### src/rtl/if_fetch_stage_pkg.sv
// Shared definitions for the instruction-fetch stage.
//   CPU_WIDTH / INST_W_DEF : instruction width of the core
//   PC_W_DEF               : PC / address width
//   RESET_PC_DEF           : first fetch address after reset
//   NOP_INST               : addi x0,x0,0, shown on IF/ID when it holds no instruction
//   fetch_state_e          : fetch FSM encoding
package if_fetch_stage_pkg;

    localparam int CPU_WIDTH  = 32;
    localparam int INST_W_DEF = CPU_WIDTH;
    localparam int PC_W_DEF   = 64;

    localparam logic [63:0]          RESET_PC_DEF = 64'h0000_0000_8000_0000;
    localparam logic [CPU_WIDTH-1:0] NOP_INST     = 32'h0000_0013;

    typedef enum logic [1:0] {
        S_RST  = 2'd0,
        S_REQ  = 2'd1,
        S_WAIT = 2'd2,
        S_DROP = 2'd3
    } fetch_state_e;

endpackage

### src/rtl/if_fetch_stage_skid_buf.sv
// One-entry {pc, inst} holding register that catches a fetch response
// arriving while the IF/ID register is stalled.
//   clk, rst          : clock, asynchronous active-high reset
//   load              : capture in_pc/in_inst (wins over pop in the same cycle)
//   pop               : entry handed to IF/ID this cycle
//   clear             : discard the entry (flush); wins over load and pop
//   in_pc, in_inst    : entry to capture
//   valid             : entry present
//   out_pc, out_inst  : held entry
module if_skid_buf
    import if_fetch_stage_pkg::*;
#(
    parameter int PC_W   = PC_W_DEF,
    parameter int INST_W = INST_W_DEF
) (
    input  logic              clk,
    input  logic              rst,
    input  logic              load,
    input  logic              pop,
    input  logic              clear,
    input  logic [PC_W-1:0]   in_pc,
    input  logic [INST_W-1:0] in_inst,
    output logic              valid,
    output logic [PC_W-1:0]   out_pc,
    output logic [INST_W-1:0] out_inst
);

    localparam logic [INST_W-1:0] NOP = INST_W'(NOP_INST);

    logic              valid_q, valid_d;
    logic [PC_W-1:0]   pc_q, pc_d;
    logic [INST_W-1:0] inst_q, inst_d;

    always_comb begin
        valid_d = valid_q;
        pc_d    = pc_q;
        inst_d  = inst_q;
        if (clear) begin
            valid_d = 1'b0;
        end else if (load) begin
            // pop+load: the old entry leaves while the new one takes its place
            valid_d = 1'b1;
            pc_d    = in_pc;
            inst_d  = in_inst;
        end else if (pop) begin
            valid_d = 1'b0;
        end
    end

    always_ff @(posedge clk or posedge rst) begin
        if (rst) begin
            valid_q <= 1'b0;
            pc_q    <= '0;
            inst_q  <= NOP;
        end else begin
            valid_q <= valid_d;
            pc_q    <= pc_d;
            inst_q  <= inst_d;
        end
    end

    assign valid    = valid_q;
    assign out_pc   = pc_q;
    assign out_inst = inst_q;

endmodule

### src/rtl/if_fetch_stage.sv
// Instruction-fetch stage: owns the fetch PC, issues one outstanding word
// request at a time to instruction memory and delivers {pc, inst} to decode
// through the IF/ID register, with a one-entry skid for stalled responses.
//   clk, rst                      : clock, asynchronous active-high reset
//   stall                         : decode hazard, IF/ID holds
//   flush, redirect_pc            : taken branch/jump and its target
//   imem_req_valid/ready/addr     : request channel (word aligned address)
//   imem_resp_valid/data          : response channel, one per accepted request
//   id_valid, id_pc, id_inst      : IF/ID register contents
module if_fetch_stage
    import if_fetch_stage_pkg::*;
#(
    parameter int              INST_W   = INST_W_DEF,
    parameter int              PC_W     = PC_W_DEF,
    parameter logic [PC_W-1:0] RESET_PC = PC_W'(RESET_PC_DEF)
) (
    input  logic              clk,
    input  logic              rst,
    input  logic              stall,
    input  logic              flush,
    input  logic [PC_W-1:0]   redirect_pc,
    output logic              imem_req_valid,
    input  logic              imem_req_ready,
    output logic [PC_W-1:0]   imem_req_addr,
    input  logic              imem_resp_valid,
    input  logic [INST_W-1:0] imem_resp_data,
    output logic              id_valid,
    output logic [PC_W-1:0]   id_pc,
    output logic [INST_W-1:0] id_inst
);

    localparam logic [INST_W-1:0] NOP = INST_W'(NOP_INST);

    fetch_state_e      state_q, state_d;
    logic [PC_W-1:0]   pc_q, pc_d;
    logic [PC_W-1:0]   req_pc_q, req_pc_d;
    logic              id_valid_q, id_valid_d;
    logic [PC_W-1:0]   id_pc_q, id_pc_d;
    logic [INST_W-1:0] id_inst_q, id_inst_d;

    logic              skid_valid, skid_load, skid_pop, skid_clear;
    logic [PC_W-1:0]   skid_pc;
    logic [INST_W-1:0] skid_inst;

    logic req_valid, handshake, resp_take, id_free;

    // A full skid means two instructions are already held, so stop fetching.
    assign req_valid = (state_q == S_REQ) && !skid_valid;
    assign handshake = req_valid && imem_req_ready;
    // Responses count only in S_WAIT; a flush in the same cycle kills them.
    assign resp_take = (state_q == S_WAIT) && imem_resp_valid && !flush;
    assign id_free   = !id_valid_q || !stall;

    always_comb begin
        state_d  = state_q;
        pc_d     = pc_q;
        req_pc_d = req_pc_q;
        case (state_q)
            S_RST: state_d = S_REQ;
            S_REQ: begin
                if (handshake) begin
                    req_pc_d = pc_q;
                    pc_d     = pc_q + PC_W'(4);
                    // Request already left with the old PC; its reply is stale.
                    state_d  = flush ? S_DROP : S_WAIT;
                end
            end
            S_WAIT: begin
                if (imem_resp_valid) state_d = S_REQ;
                else if (flush)      state_d = S_DROP;
            end
            S_DROP: begin
                if (imem_resp_valid) state_d = S_REQ;
            end
            default: state_d = S_RST;
        endcase
        if (flush) pc_d = redirect_pc & ~PC_W'(3);
    end

    always_comb begin
        id_valid_d = id_valid_q;
        id_pc_d    = id_pc_q;
        id_inst_d  = id_inst_q;
        skid_load  = 1'b0;
        skid_pop   = 1'b0;
        skid_clear = 1'b0;
        if (flush) begin
            id_valid_d = 1'b0;
            id_inst_d  = NOP;
            skid_clear = 1'b1;
        end else if (id_free) begin
            if (skid_valid) begin
                // Older skid entry goes first; a new response refills the skid.
                id_valid_d = 1'b1;
                id_pc_d    = skid_pc;
                id_inst_d  = skid_inst;
                skid_pop   = 1'b1;
                skid_load  = resp_take;
            end else if (resp_take) begin
                id_valid_d = 1'b1;
                id_pc_d    = req_pc_q;
                id_inst_d  = imem_resp_data;
            end else begin
                id_valid_d = 1'b0;
                id_inst_d  = NOP;
            end
        end else if (resp_take) begin
            skid_load = 1'b1;
        end
    end

    always_ff @(posedge clk or posedge rst) begin
        if (rst) begin
            state_q    <= S_RST;
            pc_q       <= RESET_PC;
            req_pc_q   <= '0;
            id_valid_q <= 1'b0;
            id_pc_q    <= '0;
            id_inst_q  <= NOP;
        end else begin
            state_q    <= state_d;
            pc_q       <= pc_d;
            req_pc_q   <= req_pc_d;
            id_valid_q <= id_valid_d;
            id_pc_q    <= id_pc_d;
            id_inst_q  <= id_inst_d;
        end
    end

    if_skid_buf #(
        .PC_W   (PC_W),
        .INST_W (INST_W)
    ) u_skid (
        .clk      (clk),
        .rst      (rst),
        .load     (skid_load),
        .pop      (skid_pop),
        .clear    (skid_clear),
        .in_pc    (req_pc_q),
        .in_inst  (imem_resp_data),
        .valid    (skid_valid),
        .out_pc   (skid_pc),
        .out_inst (skid_inst)
    );

    assign imem_req_valid = req_valid;
    assign imem_req_addr  = pc_q;
    assign id_valid       = id_valid_q;
    assign id_pc          = id_pc_q;
    assign id_inst        = id_inst_q;

endmodule

### config.mk
export PLATFORM = sky130hd
export DESIGN_NAME = if_fetch_stage
export DESIGN_NICKNAME = d
export VERILOG_FILES = /design/src/rtl/if_fetch_stage_pkg.sv /design/src/rtl/if_fetch_stage_skid_buf.sv /design/src/rtl/if_fetch_stage.sv
export SDC_FILE = /design/constraint.sdc
export NUM_CORES = 1
export LEC_CHECK = 0
export BUFFER_PORTS_ARGS = -buffer_cell sky130_fd_sc_hd__buf_2
export CORE_MARGIN = 4
export CORE_UTILIZATION = 34
export CTS_CLUSTER_DIAMETER = 60
export DETAILED_ROUTE_END_ITERATION = 16
export GPL_TIMING_DRIVEN = 0
export PLACE_DENSITY = 0.59
export SETUP_SLACK_MARGIN = 0.4
export SYNTH_ARGS = -nofsm -noshare
export SYNTH_HDL_FRONTEND = slang
export SYNTH_HIERARCHICAL = 1
export SYNTH_SLANG_ARGS = --single-unit
### constraint.sdc
create_clock -name clk -period 7.4 [get_ports clk]
set_clock_uncertainty 0.05 [all_clocks]
set_input_delay 0.74 -clock clk [delete_from_list [all_inputs] [get_ports clk]]
set_output_delay 0.74 -clock clk [all_outputs]
set_load 0.1 [all_outputs]
; ---- Word-level counts from Yosys, hierarchy flattened
; Index checks and enable logic that the tools add are counted.
[word_totals]
inputBits = 102
wordCells = 67
out_inout_bits = 162
register_bits = 324
[classes]
n_mux = 29
eq_ne = 6
n_reduce_logical = 20
bitwise = 2
add_sub_neg = 1
[ops]
columns = cell, n
row1 = $mux W64, 5
row2 = $mux W32, 4
row3 = $add A64 B3 Y64 const B, 1
row4 = $mux W1, 15
row5 = $mux W2, 4
row6 = $pmux W2 S4, 1
row7 = $reduce_bool A2 Y1, 4
row8 = $reduce_and A2 Y1, 3
row9 = $reduce_and A3 Y1, 2
row10 = $eq A2 B2 Y1 const B, 2
row11 = $logic_and A1 B1 Y1, 4
row12 = $logic_not A1 Y1, 4
row13 = $ne A2 B2 Y1 const B, 2
row14 = $ne A3 B3 Y1 const B, 1
row15 = $reduce_bool A3 Y1, 1
row16 = $eq A2 B1 Y1 const B, 1
row17 = $logic_not A2 Y1, 1
row18 = $not A1 Y1, 2
row19 = $logic_or A1 B1 Y1, 1

; ---- Logic depth before layout (Yosys ltp)
[logic_depth]
word_depth = 8
mapped_depth = 10
mapped_depth_nobuf = 7

; ---- By module
; The synthesis kept the hierarchy.
[by_module_without_submodules]
columns = module, cells_each, seq_area_each_um2, area_each_um2, instances
row1 = if_fetch_stage, 988, 5585.4, 10497.6, 1
row2 = if_skid_buf, 209, 2431.1, 3818.7, 1

; ---- Least setup slack after synthesis
; Ideal clock, no wire load.
[synth_path]
path_kind = reg-to-output
from = reg u_skid.valid_q, in the netlist u_skid/valid
to = out imem_req_valid
path_stages_with_launch = 5
required_time_ns = 6.610
arrival_time_ns = 2.475
path_buffers = 3
path_slack_ns = 4.135
path_cell_list = dfrtp_1 buf_2 buf_1 clkbuf_1 nor2b_1
[synth_via]
elab_chain_len = 2
[synth_rtl]
columns = item, line
row1 = from (decl), if_fetch_stage_skid_buf.sv:30  ; logic valid_q, valid_d;
row2 = from (signal assigned), if_fetch_stage_skid_buf.sv:56  ; valid_q <= valid_d;
row3 = $logic_not A1 Y1, if_fetch_stage.sv:48  ; assign req_valid = (state_q == S_REQ) && !skid_valid;
row4 = $logic_and A1 B1 Y1, if_fetch_stage.sv:48
row5 = to (decl), if_fetch_stage.sv:22  ; output logic imem_req_valid,
; No other way between the ends.

; ---- Final worst setup path
; Ends and elaborated chain as after synthesis.

==> results.json <==
{
  "clock_sinks": 320,
  "wire_per_inst_um": 21.2,
  "via_per_inst": 5.17,
  "synth-adder-area-share_pct": 0.350,
  "synth.top_cells.by_area": "dfrtp_1 55%, mux2_2 9.4%, mux2i_1 4.7%",
  "die_h_um": 213,
  "ant_nets": 0,
  "grt_pass1_vias": 11000,
  "crit_arrival_ns": 2.93,
  "cts_buffer_depth": 3,
  "dp_slack_ns": 3.28,
  "fin_nets": 1609,
  "cap_violations": 0,
  "status": "finished clean",
  "row_count": 74,
  "p_leak_uw": 0.00814,
  "worstPathMaxFanout": 10,
  "drtIter0Drc": 851,
  "netlist_area_mm2": 0.0143,
  "fillCellCount": 3917,
  "first_pass_iters": 5,
  "async_flop_share_pct": 100,
  "synth_top_cell_by_area": "dfrtp_1",
  "ys_seq_area_share_pct": 56.0,
  "synthCells": 1197,
  "gr-total-overflow": 0,
  "synth_top_area_share_pct": 54.7,
  "finalWirelength_mm": 43.8,
  "slew_violations": 0,
  "design_area_mm2": 0.0176,
  "synth_top_family_by_area": "multiplexers",
  "antenna_found_initial": 4,
  "clk_latency_ns": 0.54,
  "cts_buffers": 39,
  "post_cts_buffers": 0,
  "fin_ws_ns": 3.68,
  "grt_usage_pct": 19.2,
  "synthFlopType": "dfrtp_1",
  "die-area_mm2": 0.0455,
  "r2r-start": "state_q[0]",
  "final_util_pct": 42.8,
  "synth-seq-cells": 320,
  "dp_hpwl_mm": 31.4,
  "vias": 10700,
  "fin_crit_sh_pct": 50.3,
  "clk_pin_slew_worst_paths_ns": 0.06,
  "yosys-top-cells-count": "313 x dfrtp_1, 119 x mux2_2, 94 x nor2_1, 76 x nand2_1, 72 x a21oi_1",
  "core_area_mm2": 0.0412,
  "initial_core_util_pct": 34.7,
  "finalPower_uw": 7030,
  "synth-simple-area-share_pct": 11.3,
  "synth_edf_count": 0,
  "dieWidth_um": 213,
  "ys_types": 59,
  "synth_compound_area_share_pct": 8.40,
  "syn_area_per_cell_um2": 12.0,
  "htree_num_levels": 2,
  "layout-drive-gt1-share_pct": 34.2,
  "cts_tree": "yes",
  "syn2layout_area_growth_pct": 23.1,
  "cts-root-buf": "clkbuf_16",
  "fmax_ghz": 0.268,
  "hold_buffers": 0,
  "setup_violations": 0,
  "num_io_pins": 264,
  "ys_warn_count": 6,
  "critical_path.startpoint": "u_skid/valid",
  "synthMostInstantiatedCell": "dfrtp_1",
  "synthMuxAreaShare_pct": 18.2,
  "grt_max_degree": 97,
  "drcViolationCount": 0,
  "rsz0062_at_grt": "false",
  "worstSetupEndpointType": "output pin",
  "whs_ns": 0.176,
  "period_needed_ns": 3.72,
  "globalplace.congestion": 0.787,
  "hold_class": "primary input to asynchronous set/reset pin",
  "synth_xor_area_share_pct": 1.90,
  "max_slew_margin_pct": 33.6,
  "postPlaceCellArea_mm2": 0.0164,
  "crit_type": "register to output pin",
  "crit_path_start_kind": "register",
  "ctsResizeCount": 0,
  "p_per_area_mw_per_mm2": 399,
  "hold_viol": 0,
  "crit_required_ns": 6.61,
  "ir_drop_mv": 0.292,
  "io_buffer_count": 259,
  "grt_pass1_wl_mm": 67.0,
  "tightest_slew_ns": 0.996
}
## routing by layer
metal / share of wire (%) / global-route usage, % / wire, um / vias to the layer above
li1: - / - / - / 4932
met4: 2.6 / 5.78 / 1120 / 2
met1: 45 / 26.5 / 19500 / 5423
met5: 0.018 / 0 / 8 / -
met3: 5.3 / 3.91 / 2310 / 62
met2: 48 / 30.7 / 20800 / 253
## metrics by stage
| stage | TNS, ns | instances |
|---|---|---|
| global route | 0 | 2063 |
| global placement | -611.06 | 1991 |
| finish | 0 | 2065 |
| CTS | 0 | 2063 |
| floorplan | 0 | 1200 |
| detailed placement | 0 | 1994 |
## path summary, 6_finish.rpt
path	slack, ns	endpoint	cells past startpoint
setup / recovery	3.68	imem_req_valid	5
hold / removal	0.18	id_pc[46]	2
setup reg to reg	4.20	id_pc[8]	8
hold reg to reg	0.43	id_inst[11]	2
max in group asynchronous	6.31	id_inst[4]	3
min in group clk	0.34	u_skid/valid	2
## worst max-delay path: stages, from the launching register on
cell	delay, ns
dfrtp_1	0.36
buf_2	0.34
buf_1	0.61
clkbuf_1	0.67
nor2b_1	0.09
buf_2	0.33
## final cells by class
cell class / count / area, um^2 / area share, %
diodes: 2 / 5.00 / 0.0284
plain buffers: 71 / 397 / 2.25
clock buffers: 59 / 1160 / 6.60
clock inverters: 10 / 75.1 / 0.426
inverters: 38 / 155 / 0.880
multi-input cells: 771 / 5770 / 32.7
flip-flops and latches: 320 / 8020 / 45.5
well taps: 532 / 666 / 3.78
repair buffers: 262 / 1380 / 7.82
## power by group
group | internal, uW | leakage, uW | switching [uW]
combinational | 559 | 0.00351 | 2180
sequential | 2150 | 0.00402 | 293
clock | 1090 | 0.000606 | 749
total | 3810 | 0.00814 | 3220
## cells in the final DEF (no fill, tap or decap), types with 4 or more instances in the layout
cell type  count
dfrtp_1      313
nor4_1         7
clkbuf_16     41
conb_1         4
mux2_2       119
buf_12         4
xnor2_1        6
a21oi_1       72
buf_2        267
ha_1           4
xor2_1        25
mux2_4        40
dfstp_2        7
nor3_1         7
mux2i_1       67
nor2_1        94
o21ai_0       47
and3_1        11
clkinv_2       4
or4_1         15
or3_1         13
nor2b_1        7
nand2_1       76
clkbuf_1      56
a222oi_1      28
o31ai_1       10
a31oi_1       22
nand3_1       30
clkbuf_8       7
nand4_1       24
buf_1          5
and2_1         5
inv_1         36
## state kept, by name (all words and copies together), names as in the netlist
signal,count
req_pc_q,62
id_valid,1
imem_req_addr,62
state_q,2
u_skid/out_inst,32
u_skid/valid,1
id_inst,32
u_skid/out_pc,64
id_pc,64
## kinds of logic (layout without fill, tap and decap cells)
kind of cell,Yosys count,after routing
other cells,1,6
fa+ha+maj,4,4
simple gates,313,313
buf+inv,109,440
compound gates,193,193
flops,320,320
mux,226,226
xor+xnor,31,31
Power figures use the tool's default switching activity.
